$ cat src/rtl/twinstick_pkg.sv
// twinstick_pkg: direction nibble type, bit/slot indices and direction helpers
package twinstick_pkg;

    typedef logic [3:0] dir4_t;

    localparam int DIR_U = 3;
    localparam int DIR_D = 2;
    localparam int DIR_L = 1;
    localparam int DIR_R = 0;

    localparam int SLOT_DL = 3;
    localparam int SLOT_DR = 2;
    localparam int SLOT_UL = 1;
    localparam int SLOT_UR = 0;

    // Opposing cardinals cancel so the core never sees U+D or L+R.
    function automatic dir4_t lockout(input dir4_t d);
        dir4_t r;
        r[DIR_U] = d[DIR_U] & ~d[DIR_D];
        r[DIR_D] = d[DIR_D] & ~d[DIR_U];
        r[DIR_L] = d[DIR_L] & ~d[DIR_R];
        r[DIR_R] = d[DIR_R] & ~d[DIR_L];
        return r;
    endfunction

    // Place cardinals into output slots; rotated mode needs both cardinals of a diagonal.
    function automatic dir4_t remap(input dir4_t d, input logic rot);
        dir4_t r;
        r[SLOT_DL] = rot ? d[DIR_D] & d[DIR_L] : d[DIR_D];
        r[SLOT_DR] = rot ? d[DIR_D] & d[DIR_R] : d[DIR_R];
        r[SLOT_UL] = rot ? d[DIR_U] & d[DIR_L] : d[DIR_L];
        r[SLOT_UR] = rot ? d[DIR_U] & d[DIR_R] : d[DIR_U];
        return r;
    endfunction

endpackage

$ cat src/rtl/twinstick_input_mapper_axis_hyst.sv
// axis_hyst: one signed 8-bit stick axis to registered hysteretic {neg,pos} flags
module axis_hyst
    import twinstick_pkg::*;
#(
    parameter int THRESH = 20,
    parameter int HYST   = 6
) (
    input  logic              clk_i,
    input  logic              rst_i,
    input  logic signed [7:0] v_i,
    output logic              neg_o,
    output logic              pos_o
);

    localparam int REL = THRESH - HYST;

    int   v;
    logic neg_d, neg_q, pos_d, pos_q;

    // Engage beyond THRESH, release only once back inside THRESH-HYST; -128 stays negative.
    always_comb begin
        v     = int'(v_i);
        neg_d = (v < -THRESH) || (neg_q && !(v > -REL));
        pos_d = (v > THRESH) || (pos_q && !(v < REL));
    end

    // Flag registers.
    always_ff @(posedge clk_i) begin
        if (rst_i) begin
            neg_q <= 1'b0;
            pos_q <= 1'b0;
        end else begin
            neg_q <= neg_d;
            pos_q <= pos_d;
        end
    end

    assign neg_o = neg_q;
    assign pos_o = pos_q;

endmodule

$ cat src/rtl/twinstick_input_mapper.sv
// twinstick_input_mapper: per-player run/aim/fire conditioning for twin-stick arcade cores
// Optional autofire square-wave gating is built when TWINSTICK_AUTOFIRE_EN is defined.
module twinstick_input_mapper
    import twinstick_pkg::*;
#(
    parameter int NUM_PLAYERS = 2,
    parameter int THRESH      = 20,
    parameter int HYST        = 6,
    parameter int HOLD_CYCLES = 12000,
    parameter int HOLD_W      = $clog2(HOLD_CYCLES + 1)
`ifdef TWINSTICK_AUTOFIRE_EN
    ,
    parameter int AUTO_PERIOD = 48000
`endif
) (
    input  logic                   clk_sys,
    input  logic                   reset,
    input  logic                   aimfire_en,
    input  logic                   rot45,
    input  logic [3:0]             joy_dpad    [NUM_PLAYERS],
    input  logic [3:0]             joy_abtn    [NUM_PLAYERS],
    input  logic [NUM_PLAYERS-1:0] joy_fire,
    input  logic [15:0]            ana_l       [NUM_PLAYERS],
    input  logic [15:0]            ana_r       [NUM_PLAYERS],
    output logic [3:0]             run_out     [NUM_PLAYERS],
    output logic [3:0]             aim_out     [NUM_PLAYERS],
    output logic [NUM_PLAYERS-1:0] trigger_out
);

    logic [3:0]             neg_w  [NUM_PLAYERS];
    logic [3:0]             pos_w  [NUM_PLAYERS];
    dir4_t                  dpad_q [NUM_PLAYERS];
    dir4_t                  abtn_q [NUM_PLAYERS];
    dir4_t                  run_d  [NUM_PLAYERS];
    dir4_t                  run_q  [NUM_PLAYERS];
    dir4_t                  aim_d  [NUM_PLAYERS];
    dir4_t                  aim_q  [NUM_PLAYERS];
    logic [HOLD_W-1:0]      cnt_d  [NUM_PLAYERS];
    logic [HOLD_W-1:0]      cnt_q  [NUM_PLAYERS];
    logic [NUM_PLAYERS-1:0] fire1_q, fire2_q, trig_d, trig_q;
    logic                   en_q, gate;
    dir4_t                  al, ar;

    // Axis order per player: 0 left X, 1 left Y, 2 right X, 3 right Y.
    for (genvar p = 0; p < NUM_PLAYERS; p++) begin : g_p
        for (genvar i = 0; i < 4; i++) begin : g_ax
            axis_hyst #(.THRESH(THRESH), .HYST(HYST)) u_ax (
                .clk_i (clk_sys),
                .rst_i (reset),
                .v_i   (i < 2 ? ana_l[p][(i % 2) * 8 +: 8] : ana_r[p][(i % 2) * 8 +: 8]),
                .neg_o (neg_w[p][i]),
                .pos_o (pos_w[p][i])
            );
        end
    end

`ifdef TWINSTICK_AUTOFIRE_EN
    localparam int PH_W = $clog2(AUTO_PERIOD);
    logic [PH_W-1:0] phase_q;
    // Shared free-running phase; upper half of the period lets the trigger through.
    always_ff @(posedge clk_sys) begin
        if (reset) phase_q <= '0;
        else       phase_q <= phase_q == PH_W'(AUTO_PERIOD - 1) ? '0 : phase_q + PH_W'(1);
    end
    assign gate = phase_q >= PH_W'(AUTO_PERIOD / 2);
`else
    assign gate = 1'b1;
`endif

    // Stage-2 source select/lockout/remap and the aim-fire hold counter.
    always_comb begin
        al = '0;
        ar = '0;
        for (int p = 0; p < NUM_PLAYERS; p++) begin
            al        = {neg_w[p][1], pos_w[p][1], neg_w[p][0], pos_w[p][0]};
            ar        = {neg_w[p][3], pos_w[p][3], neg_w[p][2], pos_w[p][2]};
            run_d[p]  = remap(lockout(|al ? al : dpad_q[p]), rot45);
            aim_d[p]  = remap(lockout(ar | abtn_q[p]), rot45);
            cnt_d[p]  = (!aimfire_en || (aimfire_en != en_q)) ? '0 :
                        |aim_q[p] ? HOLD_W'(HOLD_CYCLES) :
                        |cnt_q[p] ? cnt_q[p] - HOLD_W'(1) : '0;
            trig_d[p] = gate & (fire2_q[p] | (aimfire_en & (|aim_q[p] | |cnt_q[p])));
        end
    end

    // Pipeline and per-player state registers.
    always_ff @(posedge clk_sys) begin
        if (reset) begin
            en_q    <= 1'b0;
            fire1_q <= '0;
            fire2_q <= '0;
            trig_q  <= '0;
            for (int p = 0; p < NUM_PLAYERS; p++) begin
                dpad_q[p] <= '0;
                abtn_q[p] <= '0;
                run_q[p]  <= '0;
                aim_q[p]  <= '0;
                cnt_q[p]  <= '0;
            end
        end else begin
            en_q    <= aimfire_en;
            fire1_q <= joy_fire;
            fire2_q <= fire1_q;
            trig_q  <= trig_d;
            for (int p = 0; p < NUM_PLAYERS; p++) begin
                dpad_q[p] <= joy_dpad[p];
                abtn_q[p] <= joy_abtn[p];
                run_q[p]  <= run_d[p];
                aim_q[p]  <= aim_d[p];
                cnt_q[p]  <= cnt_d[p];
            end
        end
    end

    assign run_out     = run_q;
    assign aim_out     = aim_q;
    assign trigger_out = trig_q;

endmodule

$ cat config.mk
export PLATFORM = sky130hd
export DESIGN_NAME = twinstick_input_mapper
export DESIGN_NICKNAME = d
export VERILOG_FILES = /design/src/rtl/twinstick_pkg.sv /design/src/rtl/twinstick_input_mapper_axis_hyst.sv /design/src/rtl/twinstick_input_mapper.sv
export SDC_FILE = /design/constraint.sdc
export NUM_CORES = 1
export LEC_CHECK = 0
export ABC_CLOCK_PERIOD_IN_PS = 2000
export BUFFER_PORTS_ARGS = -buffer_cell sky130_fd_sc_hd__buf_2
export CORE_MARGIN = 5
export CORE_UTILIZATION = 40
export CTS_CLUSTER_DIAMETER = 60
export DETAILED_ROUTE_END_ITERATION = 16
export PLACE_DENSITY_LB_ADDON = 0.05
export RECOVER_POWER = 25
export SLEW_MARGIN = 20
export SYNTH_ARGS = -nofsm -noshare
export SYNTH_HDL_FRONTEND = slang
export SYNTH_HIERARCHICAL = 1
export SYNTH_SLANG_ARGS = --single-unit
$ cat constraint.sdc
create_clock -name clk_sys -period 2 [get_ports clk_sys]
set_input_delay 0.3 -clock clk_sys [delete_from_list [all_inputs] [get_ports clk_sys]]
set_output_delay 0.3 -clock clk_sys [all_outputs]
set_load 0.02 [all_outputs]
==> tab_implementation.tex, run 1 <==
\begin{tabular}{lr}
\hline
Metric & Value \\
\hline
\multicolumn{2}{l}{\textbf{Logic synthesis}} \\
Post-synthesis sequential element count & 83 \\
Cell area after technology mapping & 3480 µm² \\
Mean cell area of the mapped netlist & 9.75 µm² \\
Top\_reg\_cell synth & sky130\_fd\_sc\_hd\_\_dfxtp\_1 \\
Count of flip-flops with a built-in enable after synthesis & 0 \\
Gate Count Post-Synth & 357 \\
Proportion of synthesized flip-flops having asynchronous set or reset & 0\% \\
Number of nets in the synthesized netlist & 445 \\
Number of distinct library cells after synthesis & 43 \\
Post-synthesis sequential area ratio & between 40\% and 50\% \\
Total of warnings raised by yosys & 6 \\
\multicolumn{2}{l}{\textbf{Finish}} \\
Layout cells sized above 1 & 30.7\% \\
Total area of sequential cells & about 1700 µm² \\
Most frequent standard cell in the layout excluding fill and tap cells & sky130\_fd\_sc\_hd\_\_buf\_2 \\
Leading cell types in the layout, fill and taps excluded & sky130\_fd\_sc\_hd\_\_buf\_2 (101), sky130\_fd\_sc\_hd\_\_dfxtp\_1 (81), sky130\_fd\_sc\_hd\_\_nor2b\_1 (22) \\
Area Growth Syn to Fin & 26.3\% \\
NumNets Final & 562 \\
Diodes inserted & 0 \\
Multi-input logic area & 1720 µm² \\
Filler Cells Inserted & 817 \\
\multicolumn{2}{l}{\textbf{Timing}} \\
Final setup slack of the worst path & 0.0472 ns \\
Clock period minus worst slack & approximately 2.0 ns \\
Final clock skew & 0.0131 ns \\
Setup Viol. Count Final & 0 \\
Slew at the pin with the worst max-slew slack & 1.05 ns \\
Worst slew margin relative to its limit & 30.1\% \\
Final clock period utilization by the worst path & between 90\% and 100\% \\
Max Clk Rate & slightly above 0.5 GHz \\
Final count of hold timing violations & 0 \\
Max Slew Vio Count & 0 \\
Setup repair after global routing missed its margin & yes \\
Min Hold Slack & 0.119 ns \\
\multicolumn{2}{l}{\textbf{Drt}} \\
Count of vias placed by the detailed router & 3042 \\
Post-detailed-route count of antenna-violating nets & 0 \\
Vias/cell & 5.18 \\
Number of optimization iterations in the first detailed-route pass & 4 \\
Detailed-route DRC error count & 0 \\
WL final & 7620 µm \\
Mean routed wirelength per cell & around 13 µm \\
Number of DRC violations after detailed-routing iteration 0 & 64 \\
\multicolumn{2}{l}{\textbf{Worst setup path}} \\
Type of the setup path with the least slack & reg -> reg \\
Worst flop-to-flop path startpoint & cnt\_q[0][15]\$\_SDFF\_PP0\_ \\
Largest fanout of any net on the critical path & 7 \\
Startpoint type of the worst setup path & flop \\
Critical path arrival & 2.19 ns \\
CP required & around 2.2 ns \\
Setup crit start & cnt\_q[0][15]\$\_SDFF\_PP0\_ \\
Critical Path End Type & flop \\
\multicolumn{2}{l}{\textbf{Floorplanning}} \\
Number of rows in the core area & 34 \\
Initial Utilization & about 40\% \\
Chip Height & 103 µm \\
Boundary Pins & 104 \\
Core footprint & 8590 µm² \\
Chip width & between 100 and 150 µm \\
Area of the die & 10700 µm² \\
\multicolumn{2}{l}{\textbf{Outcome}} \\
Run status & finished, final reports clean \\
\multicolumn{2}{l}{\textbf{Pwr}} \\
Worst-case vdd ir drop & around 0.00042 V \\
Leak & 1.95 nW \\
Power per cell area & 815 nW/µm² \\
\multicolumn{2}{l}{\textbf{Global routing}} \\
GRT Total Usage & 15.3\% \\
Global Route met2 Usage & 25.8\% \\
Final global-route overflow total & 0 \\
Global-route wire length before repair & 13000 µm \\
Via count of the first global-routing pass & 3039 \\
Pin count of the biggest net entering global routing & 55 \\
Initial antenna violation count & 0 \\
Met1 Track Usage GR & 18.6\% \\
GRT Max-Usage Layer & met2 \\
GR Layer Usage met3 & 5.70\% \\
\multicolumn{2}{l}{\textbf{CTS}} \\
Htree depth & 3 \\
TritonCTS clock tree & yes \\
Clock Latency Late Sink & 0.35 ns \\
Number of hold buffers added after CTS & 0 \\
Clock tree sinks & 83 \\
Clock Tree Root & sky130\_fd\_sc\_hd\_\_clkbuf\_8 \\
Maximum clock insertion buffer count & 2 \\
Setup repair bufs after CTS & 0 \\
Clock slew seen by the registers of the worst setup and hold paths & around 0.090 ns \\
Number of buffers created by CTS & 9 \\
\multicolumn{2}{l}{\textbf{Worst hold path}} \\
Min-Delay Startpoint & ana\_l[15] \\
Class of the tightest hold or removal check & in -> reg \\
\multicolumn{2}{l}{\textbf{Placement}} \\
DP Wirelength & 5970 µm \\
Dpl ws & -0.00508 ns \\
Routability congestion estimate & 0.741 \\
Port-buffer cells & 103 \\
\multicolumn{2}{l}{\textbf{Run}} \\
Max capacitance violation total & 0 \\
\hline
\end{tabular}
## power by group
group	switching (mW)	total [mW]	internal, mW
registers	0.0516	1.78	1.73
clock network	0.564	1.26	0.695
logic	0.283	0.544	0.261
## worst max-delay path: stages (launching register included)
cell and delay, ns:
sky130_fd_sc_hd__dfxtp_2 0.33, sky130_fd_sc_hd__inv_2 0.06, sky130_fd_sc_hd__ha_4 0.13, sky130_fd_sc_hd__or4b_4 0.46, sky130_fd_sc_hd__or4b_4 0.54, sky130_fd_sc_hd__o21ai_4 0.26
sky130_fd_sc_hd__a31oi_1 0.07
## path summary, 6_finish.rpt
| path | end | slack [ns] | depth (start not counted) |
|---|---|---|---|
| max | cnt_q[0][25]$_SDFF_PP0_ | 0.05 | 6 |
| max reg2reg | cnt_q[0][25]$_SDFF_PP0_ | 0.05 | 6 |
| min reg2reg | cnt_q[0][14]$_SDFF_PP0_ | 0.44 | 1 |
| min | g_p[1].g_ax[1].u_ax/pos_o$_SDFF_PP0_ | 0.12 | 2 |
## area by class of cell
cell class,instances,area share (%)
inverter,22,1.88
sequential,83,37.8
timing repair buffer,114,13.5
multi-input combinational,244,39.0
clock buffer,10,2.90
clock inverter,6,1.82
tap,108,3.07
## synth_stat cells, types with 8 or more instances
library cell | n | area share (%)
sky130_fd_sc_hd__nand2_1 | 13 | 1.4
sky130_fd_sc_hd__nor3_1 | 17 | 2.4
sky130_fd_sc_hd__nor2_1 | 20 | 2.2
sky130_fd_sc_hd__nor4b_1 | 8 | 2.0
sky130_fd_sc_hd__a211oi_1 | 16 | 3.5
sky130_fd_sc_hd__or3_1 | 9 | 1.6
sky130_fd_sc_hd__xnor2_1 | 9 | 2.3
sky130_fd_sc_hd__o211ai_1 | 9 | 1.9
sky130_fd_sc_hd__nand4_1 | 10 | 1.8
sky130_fd_sc_hd__a311oi_1 | 8 | 2.0
sky130_fd_sc_hd__inv_1 | 22 | 2.4
sky130_fd_sc_hd__o21a_1 | 8 | 1.7
sky130_fd_sc_hd__o311a_1 | 8 | 2.3
sky130_fd_sc_hd__a2111oi_2 | 8 | 3.5
sky130_fd_sc_hd__xor2_1 | 9 | 2.3
sky130_fd_sc_hd__a21oi_1 | 14 | 2.0
sky130_fd_sc_hd__dfxtp_1 | 83 | 48
sky130_fd_sc_hd__nor2b_1 | 22 | 4.0
sky130_fd_sc_hd__a31oi_1 | 11 | 2.0
sky130_fd_sc_hd__o21bai_1 | 8 | 1.7
## stage by stage
step           instances  TNS, ns  power [mW]  utilization [%]  instance area, µm²
2_1_floorplan        357   -0.111        2.14                -                3500
3_3_place_gp         571        0        2.36             48.8                4190
3_5_place_dp         571  -0.0143        2.36             48.8                4190
4_1_cts              587        0        3.64             51.2                4400
5_1_grt              587  -0.0407        3.77             51.2                4400
6_report             587        0        3.58             51.2                4400
## cell families after synthesis
kind of cell             count (synthesis)  synth area share [%]
AO/OA/AOI/OAI                          102                  23.1
AND/OR/NAND/NOR                        122                  20.5
buffers and inverters                   30                  3.45
XOR/XNOR                                18                  4.53
adder cells (fa/ha/maj)                  2                 0.719
flip-flops                              83                  47.7
## flip-flops by register name (all words and copies together), names as in the netlist
register,count
en_q,1
fire2_q,2
g_p.g_ax.u_ax/pos_o,8
dpad_q,8
run_out,8
abtn_q,8
g_p.g_ax.u_ax/neg_o,8
cnt_q,28
aim_out,8
trigger_out,2
fire1_q,2
## layer usage
layer	routed length, µm	part of all wire (%)	vias up
met3	474	6.2	5
met1	3340	44	1385
met4	62	0.81	0
li1	-	-	1586
met5	0	0	-
met2	3740	49	66
## timing repair
item,4_1_cts,5_1_grt
setup endpoints to repair,4,7
pin swaps,1,2
resized for setup,0,1
(Power assumes the default switching activity.)
==> run 2: changes to the inputs <==
==> constraint.sdc (replaced) <==
create_clock -name clk_sys -period 2 [get_ports clk_sys]
set_input_delay 0.2 -clock clk_sys [delete_from_list [all_inputs] [get_ports clk_sys]]
set_output_delay 0.2 -clock clk_sys [all_outputs]
set_load 0.02 [all_outputs]
==> tab_implementation.tex, run 2 (synthesis results as in run 1) <==
\begin{tabular}{lr}
\hline
Metric & Value \\
\hline
\multicolumn{2}{l}{\textbf{Worst setup path}} \\
CP required & 2.22 ns (about the same) \\
Worst flop-to-flop path startpoint & cnt\_q[0][15]\$\_SDFF\_PP0\_ \\
Worst path cell trace & inv\_2 > ha\_4 > or4b\_4 > or4b\_4 > o21ai\_4 > a21oi\_1 \\
Flop-to-flop setup slack & 0.03 ns (-0.02 ns) \\
Critical Path End Type & flop \\
CP Buf/Inv Count & 1 (unchanged) \\
Cell count of the worst reg-to-reg path & 6 (unchanged) \\
Type of the setup path with the least slack & reg -> reg \\
Worst stage delay on the critical path & 0.54 ns (about the same) \\
Startpoint type of the worst setup path & flop \\
Critical path arrival & 2.20 ns (about the same) \\
Reg2reg end & cnt\_q[0][23]\$\_SDFF\_PP0\_ \\
Worst path most repeated cell & sky130\_fd\_sc\_hd\_\_or4b\_4 \\
Largest fanout of any net on the critical path & 7 (unchanged) \\
Setup crit start & cnt\_q[0][15]\$\_SDFF\_PP0\_ \\
Slowest-stage cell, CP & sky130\_fd\_sc\_hd\_\_or4b\_4 \\
Cell family with the largest share of critical-path delay & simple AND/OR/NAND/NOR gates \\
\multicolumn{2}{l}{\textbf{Timing}} \\
Setup repair after global routing missed its margin & yes \\
Final clock skew & 0.00643 ns (-0.00672 ns) \\
Final setup slack of the worst path & 0.0284 ns (-0.0188 ns) \\
Setup Viol. Count Final & 0 (unchanged) \\
Worst slew margin relative to its limit & 31.4\% (+1.3 points) \\
Final count of hold timing violations & 0 (unchanged) \\
Final clock period utilization by the worst path & 98.6\% (+0.94 points) \\
Clock period minus worst slack & 1.97 ns (+0.0188 ns) \\
Max Slew Vio Count & 0 (unchanged) \\
Max Clk Rate & 0.507 GHz (-0.95\%) \\
Slew at the pin with the worst max-slew slack & 1.03 ns (-0.0193 ns) \\
\multicolumn{2}{l}{\textbf{Drt}} \\
Vias/cell & 5.16 (-0.33\%) \\
Number of DRC violations after detailed-routing iteration 0 & 55 (-14\%) \\
Detailed-route DRC error count & 0 (unchanged) \\
Post-detailed-route count of antenna-violating nets & 0 (unchanged) \\
Mean routed wirelength per cell & 13.2 µm (+2.0\%) \\
WL final & 7790 µm (+2.2\%) \\
Count of vias placed by the detailed router & 3037 (-0.16\%) \\
Number of optimization iterations in the first detailed-route pass & 4 (unchanged) \\
\multicolumn{2}{l}{\textbf{Finish}} \\
Util after Layout & 50.8\% (-0.35 points) \\
Leading cell types in the layout, fill and taps excluded & sky130\_fd\_sc\_hd\_\_buf\_2 (101), sky130\_fd\_sc\_hd\_\_dfxtp\_1 (81), sky130\_fd\_sc\_hd\_\_nor2b\_1 (22) \\
Layout cells sized above 1 & 30.4\% (-0.27 points) \\
Max FFs per register & 28 (unchanged) \\
Diodes inserted & 0 (unchanged) \\
Largest register by flop count & cnt\_q \\
Most frequent standard cell in the layout excluding fill and tap cells & sky130\_fd\_sc\_hd\_\_buf\_2 \\
Area of all placed cells without fillers & 4370 µm² (-0.68\%) \\
Filler Cells Inserted & 841 (+2.9\%) \\
NumNets Final & 564 (+0.36\%) \\
Area Growth Syn to Fin & 25.5\% \\
\multicolumn{2}{l}{\textbf{Floorplanning}} \\
Boundary Pins & 104 (unchanged) \\
Area of the die & 10700 µm² (unchanged) \\
Chip Height & 103 µm (unchanged) \\
Number of rows in the core area & 34 (unchanged) \\
Initial Utilization & 40.5\% (unchanged) \\
Chip width & 103 µm (unchanged) \\
Core footprint & 8590 µm² (unchanged) \\
\multicolumn{2}{l}{\textbf{Global routing}} \\
Global-route wire length before repair & 13200 µm (+1.1\%) \\
GRT Total Usage & 15.4\% (+0.10 points) \\
Final global-route overflow total & 0 (unchanged) \\
Via count of the first global-routing pass & 3005 (-1.1\%) \\
Pin count of the biggest net entering global routing & 55 (unchanged) \\
Initial antenna violation count & 0 (unchanged) \\
\multicolumn{2}{l}{\textbf{CTS}} \\
Clock Tree Root & sky130\_fd\_sc\_hd\_\_clkbuf\_8 \\
TritonCTS clock tree & yes \\
Htree depth & 3 (unchanged) \\
Clock tree sinks & 83 (unchanged) \\
Clock slew seen by the registers of the worst setup and hold paths & 0.07 ns (-0.02 ns) \\
Clock Latency Late Sink & 0.34 ns (about the same) \\
Number of buffers created by CTS & 9 (unchanged) \\
Maximum clock insertion buffer count & 2 (unchanged) \\
\multicolumn{2}{l}{\textbf{Pwr}} \\
PnR Total Power & 3.34 mW (-6.6\%) \\
Power per cell area & 766 nW/µm² (-6.0\%) \\
Worst-case vdd ir drop & 0.000319 V (-24\%) \\
Leak & 1.94 nW (-0.79\%) \\
\multicolumn{2}{l}{\textbf{Run}} \\
Max capacitance violation total & 0 (unchanged) \\
\multicolumn{2}{l}{\textbf{Placement}} \\
Routability congestion estimate & 0.760 (+2.5\%) \\
Port-buffer cells & 103 (unchanged) \\
DP Wirelength & 6000 µm (+0.47\%) \\
Placed cell areas & 4190 µm² (unchanged) \\
Dpl ws & -0.0271 ns (-0.0220 ns) \\
\multicolumn{2}{l}{\textbf{Worst hold path}} \\
Class of the tightest hold or removal check & in -> reg \\
Worst min-delay path endpoint & g\_p[1].g\_ax[3].u\_ax/pos\_o\$\_SDFF\_PP0\_ \\
Min-Delay Startpoint & ana\_r[15] \\
Hold Path Depth & 2 (unchanged) \\
\multicolumn{2}{l}{\textbf{Outcome}} \\
Run status & finished, final reports clean \\
\hline
\end{tabular}
[run 2: changes by cell type in the layout (fill, tap and decap cells not counted), sizes merged]
cell / before / now
dlygate4sd3: 0 / 1
buf: 111 / 112
clkinv: 4 / 3
clkbuf: 13 / 15
bufinv: 2 / 0
[run 2: worst max path at each step]
stage	cells after the start	endpoint	slack, ns
2_1_floorplan	7	cnt_q[0][25]$_SDFF_PP0_	-0.02
3_3_place_gp	6	cnt_q[0][25]$_SDFF_PP0_	0.03
3_5_place_dp	6	cnt_q[0][25]$_SDFF_PP0_	-0.03
4_1_cts	6	cnt_q[0][27]$_SDFF_PP0_	0.02
5_1_grt	6	cnt_q[0][21]$_SDFF_PP0_	-0.06
6_report	6	cnt_q[0][23]$_SDFF_PP0_	0.03
[run 2: timing repair]
item / in CTS / in global routing
endpoints found under the setup margin: 7 / 7
hold buffers: 1 / 0
buffers inserted: 0 / 1
hold endpoints to repair: 1 / 0
gates resized for setup: 0 / 1
pin swaps: 2 / 1
[run 2: report_power, final]
part	switching (mW)	internal [mW]	total (mW)
Sequential	0.0512	1.73	1.78
Combinational	0.286	0.264	0.549
Clock	0.544	0.473	1.02
Total	0.880	2.46	3.34
[run 2: final cells by class]
class	instances	area (µm²)	area share, %
Clock buffer	12	145	3.32
Clock inverter	3	15.0	0.344
Inverter	22	82.6	1.89
Multi-Input combinational cell	244	1720	39.3
Sequential cell	83	1660	38.1
Tap cell	108	135	3.09
Timing Repair Buffer	116	611	14.0
[run 2: worst register-to-register path: cells and delay by family (launching register included)]
| kind | cells | cell delay (ns) |
|---|---|---|
| adders and majority gates | 1 | 0.13 |
| DFF | 1 | 0.33 |
| buffers and inverters | 1 | 0.06 |
| and+or+nand+nor | 2 | 1.00 |
| AOI/OAI and AO/OA | 2 | 0.34 |
[run 2: layer usage]
layer	vias to the layer above	wire length [µm]	part of all wire (%)	track usage (%)
met5	-	0	0	0
met4	0	71	0.91	4.18
met3	6	476	6.1	5.97
met2	61	3780	48	25.9
met1	1381	3460	44	18.5
li1	1589	-	-	-
[run 2: through the flow]
stage                     hold WS (ns)  cells  TNS [ns]
after global placement           0.382    571         0
after global routing           0.00686    588    -0.374
after floorplan                  0.272    357    -0.111
after CTS                      0.00444    587         0
final                           0.0317    588         0
after detailed placement         0.384    571    -0.141
==> run 3: changes to the inputs <==
ABC_AREA = 1   (was default)
CORE_ASPECT_RATIO = 1.1   (was default)
==> tab_implementation.tex, run 3 <==
\begin{tabular}{lr}
\hline
Metric & Value \\
\hline
\multicolumn{2}{l}{\textbf{Timing}} \\
Setup repair after global routing missed its margin & no \\
Clock period minus worst slack & 1.42 ns (-0.555 ns) \\
Setup Viol. Count Final & 0 (unchanged) \\
Setup TNS & 0 ns (unchanged) \\
Max Slew Vio Count & 0 (unchanged) \\
Final clock skew & 0.00615 ns (-0.000279 ns) \\
Final count of hold timing violations & 0 (unchanged) \\
Max Clk Rate & 0.706 GHz (+39\%) \\
Min Hold Slack & 0.0669 ns (+0.0352 ns) \\
Final clock period utilization by the worst path & 70.8\% (-28 points) \\
Final setup slack of the worst path & 0.583 ns (+0.555 ns) \\
Worst slew margin relative to its limit & 39.9\% (+8.5 points) \\
Slew at the pin with the worst max-slew slack & 0.902 ns (-0.127 ns) \\
\multicolumn{2}{l}{\textbf{Global routing}} \\
Initial antenna violation count & 0 (unchanged) \\
Via count of the first global-routing pass & 3683 (+23\%) \\
Pin count of the biggest net entering global routing & 18 (-67\%) \\
Global-route wire length before repair & 16200 µm (+23\%) \\
GRT Total Usage & 16.2\% (+0.73 points) \\
Final global-route overflow total & 0 (unchanged) \\
\multicolumn{2}{l}{\textbf{Finish}} \\
Most frequent standard cell in the layout excluding fill and tap cells & sky130\_fd\_sc\_hd\_\_nand2\_1 \\
Count of placed standard cells in the final layout, fillers left out & 871 (+48\%) \\
Largest register by flop count & cnt\_q \\
Area of all placed cells without fillers & 5100 µm² (+17\%) \\
Util after Layout & 49.8\% (-1.0 points) \\
Layout cells sized above 1 & 19.8\% (-11 points) \\
NumNets Final & 832 (+48\%) \\
Leading cell types in the layout, fill and taps excluded & sky130\_fd\_sc\_hd\_\_nand2\_1 (138), sky130\_fd\_sc\_hd\_\_nor2\_1 (124), sky130\_fd\_sc\_hd\_\_inv\_1 (123) \\
Max FFs per register & 28 (unchanged) \\
Area Growth Syn to Fin & 23.3\% \\
Diodes inserted & 0 (unchanged) \\
\multicolumn{2}{l}{\textbf{Run}} \\
Max capacitance violation total & 0 (unchanged) \\
\multicolumn{2}{l}{\textbf{Floorplanning}} \\
Area of the die & 12500 µm² (+17\%) \\
Chip Height & 117 µm (+13\%) \\
Initial Utilization & 40.4\% (-0.10 points) \\
Number of rows in the core area & 39 (+15\%) \\
Boundary Pins & 104 (unchanged) \\
Chip width & 107 µm (+3.6\%) \\
Core footprint & 10200 µm² (+19\%) \\
\multicolumn{2}{l}{\textbf{Logic synthesis}} \\
Number of distinct library cells after synthesis & 31 (-28\%) \\
Share of synthesized cell area in and, or, nand and nor gates & 38.9\% (+18 points) \\
Number of nets in the synthesized netlist & 722 (+62\%) \\
Fraction of the mapped netlist area in compound gates & 5.62\% (-17 points) \\
Most repeated cell in the gate-level netlist after synthesis & sky130\_fd\_sc\_hd\_\_nand2\_1 \\
Post-synthesis sequential area ratio & 40.1\% (-7.6 points) \\
Main combinational cell family by area after synthesis & simple AND/OR/NAND/NOR gates \\
Post-synth top area share & 40.1\% (-7.6 points) \\
Dominant cells by area after synthesis & sky130\_fd\_sc\_hd\_\_dfxtp\_1 (40\%), sky130\_fd\_sc\_hd\_\_nand2\_1 (13\%), sky130\_fd\_sc\_hd\_\_nor2\_1 (11\%), sky130\_fd\_sc\_hd\_\_inv\_1 (11\%), sky130\_fd\_sc\_hd\_\_nand3\_1 (6.3\%) \\
Xor and xnor fraction of the mapped netlist area & 2.75\% (-1.8 points) \\
Top\_reg\_cell synth & sky130\_fd\_sc\_hd\_\_dfxtp\_1 \\
Mux cell area share after synthesis & 0\% (unchanged) \\
Post-synthesis sequential element count & 83 (unchanged) \\
Proportion of synthesized flip-flops having asynchronous set or reset & 0\% (unchanged) \\
Cell types with the highest counts after synthesis & sky130\_fd\_sc\_hd\_\_nand2\_1 (138), sky130\_fd\_sc\_hd\_\_nor2\_1 (124), sky130\_fd\_sc\_hd\_\_inv\_1 (122) \\
Gate Count Post-Synth & 634 (+78\%) \\
Count of flip-flops with a built-in enable after synthesis & 0 (unchanged) \\
Mean cell area of the mapped netlist & 6.53 µm² (-33\%) \\
Total of warnings raised by yosys & 6 (unchanged) \\
Cell area after technology mapping & 4140 µm² (+19\%) \\
Dominant cell type by area after synthesis & sky130\_fd\_sc\_hd\_\_dfxtp\_1 \\
Adder-cell share of the synthesized area & 0.604\% (-0.11 points) \\
\multicolumn{2}{l}{\textbf{CTS}} \\
Setup repair bufs after CTS & 0 (unchanged) \\
Clock Latency Late Sink & 0.33 ns (about the same) \\
Maximum clock insertion buffer count & 2 (unchanged) \\
Htree depth & 3 (unchanged) \\
Count of cells resized by post-cts repair & 0 (unchanged) \\
Number of buffers created by CTS & 9 (unchanged) \\
Clock Tree Root & sky130\_fd\_sc\_hd\_\_clkbuf\_16 \\
Number of hold buffers added after CTS & 0 (-1) \\
Clock slew seen by the registers of the worst setup and hold paths & 0.06 ns (about the same) \\
Clock tree sinks & 83 (unchanged) \\
TritonCTS clock tree & yes \\
\multicolumn{2}{l}{\textbf{Worst setup path}} \\
Worst stage delay on the critical path & 0.65 ns (+0.11 ns) \\
Critical Path End Type & flop \\
Largest fanout of any net on the critical path & 17 (+10) \\
Cell family with the largest share of critical-path delay & buffers and inverters \\
Startpoint type of the worst setup path & primary input \\
Slowest-stage cell, CP & sky130\_fd\_sc\_hd\_\_clkbuf\_1 \\
Worst path cell trace & clkbuf\_1 > inv\_1 > nand2\_1 > inv\_1 > o21ai\_1 > nand2\_1 \\
CP required & 2.23 ns (about the same) \\
CP Buf/Inv Count & 3 (+2) \\
Type of the setup path with the least slack & in -> reg \\
Critical path arrival & 1.65 ns (-0.55 ns) \\
\multicolumn{2}{l}{\textbf{Placement}} \\
Placed cell areas & 4790 µm² (+14\%) \\
DP Wirelength & 7650 µm (+27\%) \\
Routability congestion estimate & 0.806 (+6.1\%) \\
Dpl ws & 0.626 ns (+0.653 ns) \\
Port-buffer cells & 103 (unchanged) \\
Number of placed cells counting well taps & 856 (+50\%) \\
\multicolumn{2}{l}{\textbf{Pwr}} \\
PnR Total Power & 4.21 mW (+26\%) \\
Power per cell area & 825 nW/µm² (+7.8\%) \\
Worst-case vdd ir drop & 0.000441 V (+38\%) \\
Leak & 2.88 nW (+49\%) \\
\multicolumn{2}{l}{\textbf{Drt}} \\
Number of optimization iterations in the first detailed-route pass & 4 (unchanged) \\
Number of DRC violations after detailed-routing iteration 0 & 128 (+130\%) \\
Post-detailed-route count of antenna-violating nets & 0 (unchanged) \\
Vias/cell & 4.47 (-13\%) \\
Mean routed wirelength per cell & 10.8 µm (-19\%) \\
Count of vias placed by the detailed router & 3892 (+28\%) \\
WL final & 9390 µm (+21\%) \\
Detailed-route DRC error count & 0 (unchanged) \\
\multicolumn{2}{l}{\textbf{Outcome}} \\
Run status & finished, final reports clean \\
\multicolumn{2}{l}{\textbf{Worst hold path}} \\
Class of the tightest hold or removal check & in -> reg \\
\hline
\end{tabular}
## run 3: changes by cell type after synthesis, moves of 9 or more
cell	change
sky130_fd_sc_hd__nand2_1	+125
sky130_fd_sc_hd__o211ai_1	-9
sky130_fd_sc_hd__nor2b_1	-22
sky130_fd_sc_hd__nor3_1	-15
sky130_fd_sc_hd__inv_1	+100
sky130_fd_sc_hd__or3_1	-9
sky130_fd_sc_hd__o21ai_1	+10
sky130_fd_sc_hd__nor2_2	+11
sky130_fd_sc_hd__a211oi_1	-12
sky130_fd_sc_hd__a31oi_1	-9
sky130_fd_sc_hd__nand3_1	+49
sky130_fd_sc_hd__nor2_1	+104
## run 3: path summary, 6_finish.rpt
path	startpoint	endpoint	slack, ns	depth (start not counted)
max	reset	trigger_out[0]$_SDFF_PP0_	0.58	6
min	joy_dpad[4]	dpad_q[0][0]$_SDFF_PP0_	0.07	3
max reg2reg	cnt_q[0][14]$_SDFF_PP0_	cnt_q[0][23]$_SDFF_PP0_	0.63	9
min reg2reg	fire1_q[0]$_SDFF_PP0_	fire2_q[0]$_SDFF_PP0_	0.41	2
## run 3: per-layer routing
metal | up-vias | global-route usage (%) | wire length (µm) | share of wire [%]
met1 | 1675 | 19.6 | 4170 | 44
met3 | 8 | 5.03 | 549 | 5.8
met5 | - | 0 | 0 | 0
met2 | 61 | 27.7 | 4560 | 49
met4 | 0 | 4.86 | 110 | 1.2
li1 | 2148 | - | - | -
## run 3: layout make-up
class                           count  area, µm²
Fill cell                        1080       5140
Clock inverter                      5       77.6
Sequential cell                    83       1660
Inverter                          124        465
Timing Repair Buffer              105        526
Tap cell                          123        154
Multi-Input combinational cell    421       1980
Clock buffer                       10        239
## run 3: where the power goes
group	internal [mW]	total, mW	switching [mW]
combinational	0.280	0.704	0.424
clock	1.11	1.74	0.623
sequential	1.73	1.77	0.0404
## run 3: logic make-up after synthesis
kind of cell | count (synthesis)
adders and majority gates | 2
AOI/OAI and AO/OA | 44
buffers and inverters | 130
DFF | 83
and+or+nand+nor | 362
xor gates and xnor gates | 13
## run 3: worst reg2reg max path, delay by kind of cell (launching register included)
| family | cells | cell delay, ns |
|---|---|---|
| buffers and inverters | 3 | 0.17 |
| DFF | 1 | 0.34 |
| adders and majority gates | 1 | 0.24 |
| and+or+nand+nor | 5 | 0.54 |
